$ cat src/rtl/body_pkg.sv
// -----------------------------------------------------------------------------
// body_pkg
// Shared definitions for the snake-body LIFO.
//   BODY_WIDTH / BODY_DEPTH : default entry width and stack depth
//   dir_e                   : direction code stored per body segment
//   op_e / lifo_op()        : decode of the push/pop request pair
// -----------------------------------------------------------------------------
package body_pkg;

    localparam int BODY_WIDTH = 3;
    localparam int BODY_DEPTH = 64;

    typedef enum logic [1:0] {
        DIR_UP    = 2'd0,
        DIR_DOWN  = 2'd1,
        DIR_LEFT  = 2'd2,
        DIR_RIGHT = 2'd3
    } dir_e;

    // Encoding follows {pop, push} so the decode is a plain concatenation.
    typedef enum logic [1:0] {
        OP_IDLE    = 2'b00,
        OP_PUSH    = 2'b01,
        OP_POP     = 2'b10,
        OP_REPLACE = 2'b11
    } op_e;

    function automatic op_e lifo_op(input logic push, input logic pop);
        return op_e'({pop, push});
    endfunction

endpackage

$ cat src/rtl/body_lifo_mem.sv
// -----------------------------------------------------------------------------
// body_lifo_mem
// Storage array for body_lifo. Contents are never reset.
//   clk, reset      : clock, async active-high reset (random read register only)
//   we_i/waddr_i/wdata_i : single write port
//   raddr_i/rdata_o : combinational read of the stack top (pop path)
//   rd_idx_i/rd_lim_i/rd_data_o : optional registered random-access read,
//                     enabled by macro BODY_LIFO_RDPORT_EN; entries at or
//                     above rd_lim_i (current count) read as 0.
// -----------------------------------------------------------------------------
module body_lifo_mem
    import body_pkg::*;
#(
    parameter int WIDTH = BODY_WIDTH,
    parameter int DEPTH = BODY_DEPTH,
    localparam int AW   = $clog2(DEPTH),
    localparam int CW   = $clog2(DEPTH + 1)
) (
    input  logic             clk,
    input  logic             reset,
    input  logic             we_i,
    input  logic [AW-1:0]    waddr_i,
    input  logic [WIDTH-1:0] wdata_i,
    input  logic [AW-1:0]    raddr_i,
    output logic [WIDTH-1:0] rdata_o,
    input  logic [AW-1:0]    rd_idx_i,
    input  logic [CW-1:0]    rd_lim_i,
    output logic [WIDTH-1:0] rd_data_o
);

    logic [WIDTH-1:0] mem_q [DEPTH];

    always_ff @(posedge clk) begin
        if (we_i) mem_q[waddr_i] <= wdata_i;
    end

    assign rdata_o = mem_q[raddr_i];

`ifdef BODY_LIFO_RDPORT_EN
    logic [WIDTH-1:0] rd_data_q;

    // Reads the pre-edge contents, so a same-cycle write returns the old value.
    always_ff @(posedge clk or posedge reset) begin
        if (reset)                      rd_data_q <= '0;
        else if (CW'(rd_idx_i) < rd_lim_i) rd_data_q <= mem_q[rd_idx_i];
        else                            rd_data_q <= '0;
    end

    assign rd_data_o = rd_data_q;
`else
    logic unused_rd;
    assign unused_rd = ^{reset, rd_idx_i, rd_lim_i};
    assign rd_data_o = '0;
`endif

endmodule

$ cat src/rtl/body_lifo.sv
// -----------------------------------------------------------------------------
// body_lifo
// LIFO of snake body segments with sticky error flags and an optional
// random-access read port (macro BODY_LIFO_RDPORT_EN).
//   clk, reset       : clock, async active-high reset
//   clear            : synchronous flush of count and flags (memory kept)
//   push/din         : write din on top
//   pop              : pop top into dout; dout_valid pulses one cycle
//   push+pop         : replace-top when non-empty
//   count/empty/full : occupancy, registered
//   overflow/underflow : sticky until clear/reset
//   rd_idx/rd_data   : random read (0 = bottom), registered, 0 if disabled
// -----------------------------------------------------------------------------
module body_lifo
    import body_pkg::*;
#(
    parameter int WIDTH = BODY_WIDTH,
    parameter int DEPTH = BODY_DEPTH,
    localparam int AW   = $clog2(DEPTH),
    localparam int CW   = $clog2(DEPTH + 1)
) (
    input  logic             clk,
    input  logic             reset,
    input  logic             clear,
    input  logic             push,
    input  logic             pop,
    input  logic [WIDTH-1:0] din,
    output logic [WIDTH-1:0] dout,
    output logic             dout_valid,
    output logic [CW-1:0]    count,
    output logic             empty,
    output logic             full,
    output logic             overflow,
    output logic             underflow,
    input  logic [AW-1:0]    rd_idx,
    output logic [WIDTH-1:0] rd_data
);

    logic [CW-1:0]    count_q, count_d;
    logic [WIDTH-1:0] dout_q, dout_d;
    logic             dv_q, dv_d;
    logic             empty_q, full_q;
    logic             ovf_q, ovf_d;
    logic             udf_q, udf_d;

    logic             we;
    logic [AW-1:0]    waddr;
    logic [AW-1:0]    top_addr;
    logic [WIDTH-1:0] top_data;
    logic             is_empty, is_full;

    assign is_empty = (count_q == '0);
    assign is_full  = (count_q == CW'(DEPTH));
    assign top_addr = AW'(count_q - CW'(1));

    always_comb begin
        count_d = count_q;
        dout_d  = dout_q;
        dv_d    = 1'b0;
        ovf_d   = ovf_q;
        udf_d   = udf_q;
        we      = 1'b0;
        waddr   = AW'(count_q);

        unique case (lifo_op(push, pop))
            OP_PUSH: begin
                if (!is_full) begin
                    we      = 1'b1;
                    count_d = count_q + CW'(1);
                end else begin
                    ovf_d = 1'b1;
                end
            end
            OP_POP: begin
                if (!is_empty) begin
                    dout_d  = top_data;
                    dv_d    = 1'b1;
                    count_d = count_q - CW'(1);
                end else begin
                    udf_d = 1'b1;
                end
            end
            OP_REPLACE: begin
                we = 1'b1;
                if (!is_empty) begin
                    // Old top goes out while the new value overwrites it.
                    waddr  = top_addr;
                    dout_d = top_data;
                    dv_d   = 1'b1;
                end else begin
                    // Nothing to pop: degrade to a plain push into slot 0.
                    count_d = CW'(1);
                    udf_d   = 1'b1;
                end
            end
            default: ;
        endcase

        if (clear) begin
            count_d = '0;
            dout_d  = dout_q;
            dv_d    = 1'b0;
            ovf_d   = 1'b0;
            udf_d   = 1'b0;
            we      = 1'b0;
        end
    end

    always_ff @(posedge clk or posedge reset) begin
        if (reset) begin
            count_q <= '0;
            dout_q  <= '0;
            dv_q    <= 1'b0;
            empty_q <= 1'b1;
            full_q  <= 1'b0;
            ovf_q   <= 1'b0;
            udf_q   <= 1'b0;
        end else begin
            count_q <= count_d;
            dout_q  <= dout_d;
            dv_q    <= dv_d;
            empty_q <= (count_d == '0);
            full_q  <= (count_d == CW'(DEPTH));
            ovf_q   <= ovf_d;
            udf_q   <= udf_d;
        end
    end

    body_lifo_mem #(
        .WIDTH (WIDTH),
        .DEPTH (DEPTH)
    ) u_mem (
        .clk       (clk),
        .reset     (reset),
        .we_i      (we),
        .waddr_i   (waddr),
        .wdata_i   (din),
        .raddr_i   (top_addr),
        .rdata_o   (top_data),
        .rd_idx_i  (rd_idx),
        .rd_lim_i  (count_q),
        .rd_data_o (rd_data)
    );

    assign count      = count_q;
    assign dout       = dout_q;
    assign dout_valid = dv_q;
    assign empty      = empty_q;
    assign full       = full_q;
    assign overflow   = ovf_q;
    assign underflow  = udf_q;

endmodule

$ cat config.mk
export PLATFORM = sky130hd
export DESIGN_NAME = body_lifo
export DESIGN_NICKNAME = d
export VERILOG_FILES = /design/src/rtl/body_pkg.sv /design/src/rtl/body_lifo_mem.sv /design/src/rtl/body_lifo.sv
export SDC_FILE = /design/constraint.sdc
export NUM_CORES = 1
export LEC_CHECK = 0
export ABC_AREA = 1
export BUFFER_PORTS_ARGS = -buffer_cell sky130_fd_sc_hd__buf_2
export CAP_MARGIN = 20
export CORE_ASPECT_RATIO = 1.25
export CORE_UTILIZATION = 50
export DETAILED_ROUTE_END_ITERATION = 16
export PLACE_DENSITY = 0.66
export SETUP_SLACK_MARGIN = 0.02
export SLEW_MARGIN = 20
export SYNTH_ARGS = -nofsm -noshare
export SYNTH_HDL_FRONTEND = slang
export SYNTH_SLANG_ARGS = --single-unit
$ cat constraint.sdc
create_clock -name clk -period 8.65 [get_ports clk]
set_input_delay 0.865 -clock clk [delete_from_list [all_inputs] [get_ports clk]]
set_output_delay 0.865 -clock clk [all_outputs]
set_load 0.01 [all_outputs]
# Word-level counts from Yosys, hierarchy flattened
# Memory sizes are Yosys's and may differ from the RTL's. A register that Yosys moved wholly into a read port is not among the register bits.
# Index checks and enable logic that the tools add are counted.
[word_totals]
register_bits = 12
latchBits = 0
ram_bits = 192
mem_bits_ro = 0
inputBits = 14
output_inout_bits = 18
memories = 1
[mem_list]
columns = ["memory", "words", "word_bits", "rd", "rd_clocked_by_memory_dff", "wr", "line", "source"]
rows = [
  ["u_mem.mem_q", 64, 3, 1, 1, 1, "body_lifo_mem.sv:31", "logic [WIDTH-1:0] mem_q [DEPTH];"],
]
[op_classes]
add_sub_neg = 2
multipliers = 0
div_mod_pow = 0
n_lt_le_gt_ge = 0
n_eq_ne = 5
shift = 0
muxes = 21
bitwise = 2
reduce_logical = 10
[ops]
columns = ["operator", "n"]
rows = [
  ["2-to-1 mux 7 bit", 4],
  ["one-hot mux 7 bit (3 select lines)", 1],
  ["equality test 7 bit, second input constant", 2],
  ["logical NOT 7 bit", 2],
  ["2-to-1 mux 1 bit", 13],
  ["2-to-1 mux 6 bit", 2],
  ["nonzero test 2 bit", 4],
  ["adder 7 x 1 -> 7 bit, second input constant", 1],
  ["subtractor 7 x 1 -> 7 bit, second input constant", 1],
  ["equality test 2 bit, second input constant", 2],
  ["AND reduction 2 bit", 2],
  ["AND reduction 3 bit", 1],
  ["equality test 2 x 1 -> 1 bit, second input constant", 1],
  ["NOT 1 bit", 2],
  ["one-hot mux 1 bit (2 select lines)", 1],
  ["OR reduction 2 bit", 1],
]

# Logic depth before layout (Yosys ltp)
# Gate-level depths: netlist (run 1).
[depth]
word_depth = 6
depth_mapped = 17

# Modules after synthesis
# From an unflattened synthesis (run 1), not the netlist that was laid out.
[unflattened]
hier_cells = 915
hier_area_um2 = 9369.0
[by_module_without_submodules]
columns = ["module", "n_inst", "cells_each", "area_each_um2", "seq_area_each_um2"]
rows = [
  ["body_lifo_mem", 1, 735, 8161.6, 5765.5],
  ["body_lifo", 1, 180, 1207.4, 376.6],
]

# Worst setup path before layout (run 1)
# OpenSTA, ideal clock, no wires.
[synth_path]
path_type = "register -> register"
startpoint = "register count_q[0], in the netlist count[0]"
endpoint = "memory u_mem.mem_q[13][0] (netlist name), enable pin"
setup_time_ps = 319
arrival_ps = 2814
required_time_ps = 8331
path_slack_ps = 5516
stages_incl_launch_ff = 15
n_path_buf = 3
path_cell_list = "dfrtp_1 inv_1 buf_2 buf_2 buf_2 ha_1 nand2_1 nor2_2 nand3_2 ha_1 o21ai_1 inv_1 nor2_1 nand2_1 nor2_1"
[synth_between]
elab_chain_cells = 6
elab_cells_between_ends = 10
[synth_rtl]
columns = ["item", "line", "source"]
rows = [
  ["start: declaration", "body_lifo.sv:39", "logic [CW-1:0] count_q, count_d;"],
  ["start signal: assignment", "body_lifo.sv:119", "count_q <= count_d;"],
  ["equality test 7 bit", "body_lifo.sv:53", "assign is_full = (count_q == CW'(DEPTH));"],
  ["2-to-1 mux 1 bit", "body_lifo.sv:67", "if (!is_full) begin"],
  ["one-hot mux 1 bit (2 select lines)", "body_lifo.sv:65", "unique case (lifo_op(push, pop))"],
  ["2-to-1 mux 1 bit", "body_lifo.sv:99", "if (clear) begin"],
  ["2-to-1 mux 1 bit", "body_lifo_mem.sv:34", "if (we_i) mem_q[waddr_i] <= wdata_i;"],
  ["2-to-1 mux 1 bit (not written as such)", "body_lifo_mem.sv:34", ""],
  ["end: declaration", "body_lifo_mem.sv:31", ""],
]
# Parallel ways exist; a longest one is shown, timed or not.

# Worst setup path in the final report (run 1)
[layout_path]
startpoint = "register count_q[0], in the netlist count[0]"
endpoint = "memory u_mem.mem_q[30][1] (netlist name), enable pin"
# Same word-level chain as after synthesis.

==> results of run 1 <==
-- worst max-delay path, cell delays in order, from the launching register on --
cell     delay (ps)
dfrtp_4         510
inv_2            70
buf_4           770
nand2_1         110
nand2_1          90
nand2_1         320
inv_2           410
nand2_1          90
o21ai_1         300
nand2_1         340
nor2_1          320
-- layout by cell type (no fill, tap or decap), types with 3 or more instances in the layout --
cell and count:
nand2_1 331, o21ai_1 5, conb_1 3, o21ai_0 23, inv_2 8, clkinv_2 5
ha_1 3, dfrtp_1 13, nand4_1 4, a21oi_1 6, nor3_1 5, nor2_2 5
nand3_1 143, inv_1 103, clkbuf_16 21, nor2_1 111, edfxtp_1 192, buf_2 22
clkbuf_1 4, buf_4 8
-- layout make-up --
cell class                      count  area, um^2  share of cell area, %
Inverter                          111       416.7                  3.975
Sequential cell                   207        6146                  58.63
Clock inverter                     10       105.1                  1.003
Timing Repair Buffer               31       190.2                  1.814
Tap cell                          232       290.3                  2.769
Clock buffer                       25       540.5                  5.156
Multi-Input combinational cell    650        2794                  26.65
-- stage by stage --
stage	setup slack (ps)	power, mW	instance area [um^2]	utilization [%]
after floorplan	5516	1.501	9538	-
after global placement	5011	1.662	9817	52.47
after detailed placement	4983	1.665	9817	52.47
after CTS	4966	2.515	10460	55.93
after global routing	4706	2.614	10480	56.03
final	4974	2.502	10480	56.03
-- per-layer routing --
layer  track usage (%)  vias up  wire (um)  share of wire [%]
li1                  -     3317          -                  -
met1             26.25     3139       8423                 39
met2             41.53      202      10890                 51
met3             2.667       57       1173                5.5
met4             11.03        0        884                4.1
met5                 0        -          0                  0
-- cell families after synthesis --
family,count (synthesis)
simple gates,601
other cells,1
xor+xnor,5
buf+inv,156
compound gates,38
fa+ha+maj,3
flops,207
-- registers in the layout (all words and copies together), names as in the netlist --
name         cells
empty            1
dout_valid       1
dout             3
underflow        1
full             1
count            7
overflow         1
u_mem.mem_q    192
-- cells in the mapped netlist --
cell type | instances | area share (%)
conb_1 | 1 | 0.039
buf_4 | 3 | 0.24
xor2_2 | 2 | 0.34
dfstp_2 | 1 | 0.28
edfxtp_1 | 192 | 60
o21ai_0 | 23 | 1.2
o21a_1 | 1 | 0.079
nand2_1 | 331 | 13
inv_2 | 7 | 0.28
clkbuf_1 | 26 | 1.0
nand3_2 | 2 | 0.21
xor2_1 | 2 | 0.18
buf_1 | 6 | 0.24
o21ai_2 | 2 | 0.18
inv_1 | 104 | 4.1
o21bai_1 | 1 | 0.079
nand4_1 | 4 | 0.26
buf_2 | 10 | 0.53
nor2_1 | 111 | 4.4
xnor2_1 | 1 | 0.092
nand3_1 | 143 | 7.5
nor2_2 | 5 | 0.33
dfrtp_1 | 14 | 3.7
ha_1 | 3 | 0.39
nor3_1 | 5 | 0.26
a21oi_1 | 6 | 0.32
o21ai_1 | 5 | 0.26
-- worst max path at each step --
stage | start | endpoint | slack (ps) | cells after the start
after detailed placement | count[0] | u_mem.mem_q[26][1] | 4980 | 10
after CTS | count[0] | u_mem.mem_q[26][2] | 4970 | 10
final | count[0] | u_mem.mem_q[30][1] | 4970 | 10
after global routing | count[0] | u_mem.mem_q[63][0] | 4710 | 10
after floorplan | count[0] | u_mem.mem_q[13][0] | 5520 | 14
after global placement | count[0] | u_mem.mem_q[25][1] | 5010 | 10
-- power by group through the flow --
stage	combinational, mW	clock [mW]	sequential [mW]
after floorplan	0.352	0	1.15
after global placement	0.513	0	1.15
after detailed placement	0.515	0	1.15
after CTS	0.518	0.869	1.13
after global routing	0.580	0.905	1.13
final	0.520	0.854	1.13
==> results.ini, run 1 <==
[power_and_ir_drop]
p_clk_share_pct=34.1
irDropWorstVdd_v=0.0001500
p_sw_uw=732.8
p_per_area_nw_per_um2=238.7
p_leak_nw=4.327
p_sw_share_pct=29.29
p_seq_share_pct=45.1
p_int_mw=1.769
comb_power_share_pct=20.8

[place]
dp.cells=1230
portBuffers=22
hpwl_um=12520
gp_congestion=0.9183

[logic_synthesis]
synth_xor_area_share_pct=0.6170
synthSimpleGateAreaFrac_pct=25.98
avgSynthCellArea_um2=9.427
ys_seq_area_share_pct=64.45
yosys_warnings=0
syn_inst=1011
ys_types=27
ys_seq_elements=207
synthAdderAreaFrac_pct=0.3939
synth_compound_area_share_pct=2.127
synth_top_family_by_area=simple AND/OR/NAND/NOR gates
syn_area_um2=9530
muxShareOfSynthArea_pct=0

[drt]
vias=6715
drc=8
wl_per_cell_um=16.88
drtIter0Drc=515
vias_per_cell=5.304
routed_wl_um=21370
drtAntennaViolNets=0
first_pass_iters=11

[clock_network]
cts_buffer_depth=3
clk_latency_ps=490
cts_setup_buffers=0
cts_sinks=207
cts_hold_buf=0
cts-root-buf=clkbuf_16
ctsResizeCount=0
htree_levels=1
cts_tree=built
cts_made_buffers=20
clk_pin_slew_ps=60

[cells_and_area]
area_growth_pct=9.991
diodes=0
nFillCells=1641
final_nets=1038
drive_gt1_share_pct=8.027
layoutNonFillerInstCount=1266

[critical_path]
r2r-end=u_mem.mem_q[30][1]
crit_path_end_kind=register
start_kind=register
crit_type=reg -> reg
r2r_cells=10
arrival_ps=3840
cp.required_ps=8820
rr_startpoint=count[0]
cp_max_fo=103
reg2reg_setup_slack_ps=4970

[die]
die_y_um=156.4
row_count=56
initial_core_util_pct=50.94
dieArea_um2=19620
core_um2=18710
die_w_um=125.5
pin_count=32

[timing]
rsz0062_at_grt=false
timing.hold.ws_ps=405.5
setup_viol=0
finalClockSkew_ps=9.230
fin_setup_tns_ps=0
max_freq_ghz=0.2720
maxSlewHeadroom_pct=29.38
period_needed_ps=3676
finalCritPeriodShare_pct=42.50
hold_violations=0
worst_pin_slew_ps=1059
maxSlewViolCount=0

[grt]
track_usage_pct=22.63
antenna_found_initial=0
grt_max_degree=104
first_global_vias=6520
grt_pass1_wl_um=33470
grt-ovfl-total=0

[outcome]
failed_checks=DRC
status=complete, but fails checks

[job]
max_cap_violations=0

[min_path]
hold_class=in -> async

(Power assumes the default switching activity.)
==> run 2: changes to the inputs <==
==> constraint.sdc (replaced) <==
create_clock -name clk -period 3.8 [get_ports clk]
set_input_delay 0.38 -clock clk [delete_from_list [all_inputs] [get_ports clk]]
set_output_delay 0.38 -clock clk [all_outputs]
set_load 0.01 [all_outputs]
==> run 2 against run 1 <==
Compared with the run above: the flow still finishes with violations (DRC); count of clock-buffer cells in the layout decreased by 4; sequential share of layout area decreased by 0.43 points; via count increased by 2.3%; combinational power increased by 140%; clock power increased by 130%; flip-flop and latch count unchanged; utilization increased by 0.41 points; largest cell class unchanged; highest routed layer unchanged.
==> results.ini, run 2 (synthesis gave the netlist of run 1 again) <==
[critical_path]
reg2reg_setup_slack_ps=700
crit_type=reg -> reg
rr_startpoint=count[0]
cp.required_ps=3970
r2r-end=u_mem.mem_q[33][0]
arrival_ps=3270
cp_max_fo=9
crit_path_end_kind=register
r2r_cells=11
start_kind=register

[min_path]
hold_class=in -> reg
hold_end=underflow
hp-start=clear
min_path_cells=2

[drt]
detailroute.wirelength.met3_um=1217
first_pass_iters=12
drc=8
wl_per_cell_um=16.98
vias_per_cell=5.382
routed_wl_um=21660
met2_length_um=10540
drtIter0Drc=569
wl_met1_um=9120
highest_layer=met4
drtAntennaViolNets=0
vias=6868

[outcome]
failed_checks=DRC
status=complete, but fails checks

[grt]
antenna_found_initial=0
first_global_vias=6449
grt-ovfl-total=0
grt_pass1_wl_um=34340
track_usage_pct=22.83
grt_max_degree=103

[cells_and_area]
largest_reg_flops=192
final_nets=1047
top_register=u_mem.mem_q
diodes=0
final_cell_mix=331 x nand2_1, 192 x edfxtp_1, 143 x nand3_1
drive_gt1_share_pct=8.333
area_growth_pct=10.80
layoutNonFillerInstCount=1276
final_common_cell=nand2_1

[die]
pin_count=32
die_y_um=156.4
dieArea_um2=19620
die_w_um=125.5
core_um2=18710
initial_core_util_pct=50.94
row_count=56

[clock_network]
cts_sinks=207
cts_buffer_depth=3
clk_latency_ps=500
clk_pin_slew_ps=60
cts_made_buffers=20
cts_tree=built
ctsResizeCount=0
cts-root-buf=clkbuf_16
htree_levels=1

[power_and_ir_drop]
p_leak_nw=4.369
irDropWorstVdd_v=0.0003037
p_per_area_nw_per_um2=547.8

[place]
gp_congestion=0.9654
hpwl_um=13460
pre_cts_slack_ps=722.1
dp.cells=1239
portBuffers=22

[timing]
finalCritPeriodShare_pct=81.52
setup_viol=0
setup_ws_ps=702.3
max_freq_ghz=0.3228
fin_setup_tns_ps=0
timing.hold.ws_ps=137.2
rsz0062_at_grt=false
finalClockSkew_ps=10.39
maxSlewViolCount=0
worst_pin_slew_ps=1083
hold_violations=0
maxSlewHeadroom_pct=27.79
period_needed_ps=3098

[job]
max_cap_violations=0

==> run 2: changes by cell type in the layout (fill, tap and decap cells not counted), moves of 4 or more <==
cell	change
buf_4	+9
clkinv_1	+9
clkbuf_1	-4
clkinv_2	-4
==> run 2: final cells by class <==
type                       count  area [um^2]
clock buffer                  21        525.5
clock inverter                15        140.1
fill                        1620         8148
inverter                     111        416.7
multi-input combinational    650         2794
sequential                   207         6146
tap                          232        290.3
timing repair buffer          40        247.7
==> run 2: where the power goes <==
group / switching, mW / leakage, nW / internal [mW]
Combinational: 0.866 / 2.13 / 0.362
Sequential: 0.0228 / 1.92 / 2.53
Clock: 0.800 / 0.321 / 1.20
Total: 1.69 / 4.37 / 4.10
==> run 2: metrics by stage <==
| stage | cell area [um^2] | total power [mW] | utilization (%) |
|---|---|---|---|
| floorplan | 9538 | 3.418 | - |
| global placement | 9884 | 3.812 | 52.84 |
| detailed placement | 9884 | 3.824 | 52.84 |
| CTS | 10560 | 5.815 | 56.45 |
| global route | 10560 | 6.050 | 56.45 |
| finish | 10560 | 5.785 | 56.45 |
==> run 2: how the worst max path moves through the flow <==
stage          startpoint  slack (ps)                  to
3_5_place_dp     count[0]         720   u_mem.mem_q[9][0]
2_1_floorplan    count[0]         670  u_mem.mem_q[13][0]
3_3_place_gp     count[0]         730  u_mem.mem_q[41][0]
6_report         count[0]         700  u_mem.mem_q[33][0]
5_1_grt          count[0]         480   u_mem.mem_q[1][1]
4_1_cts          count[0]         680   u_mem.mem_q[9][0]
==> run 2: critical path, stage by stage, from the launching register on <==
cell     delay, ps
dfrtp_4        470
inv_2           60
ha_1           170
nand2_1         70
nor2_2         130
nand3_2        210
ha_1           360
o21ai_1        170
inv_1           60
nor2_1         210
nand2_1        460
nor2_1         390
==> run 2: repair_timing <==
action | CTS | global route
setup endpoints to repair | 0 | 0
hold endpoints to repair | 14 | 0
buffers inserted | 0 | 0
hold buffers | 1 | 0
==> run 2: per-layer routing <==
| layer | global-route usage (%) | up-vias |
|---|---|---|
| met5 | 0 | - |
| met4 | 10.28 | 0 |
| met1 | 29.34 | 3258 |
| li1 | - | 3337 |
| met3 | 2.530 | 51 |
| met2 | 39.07 | 222 |
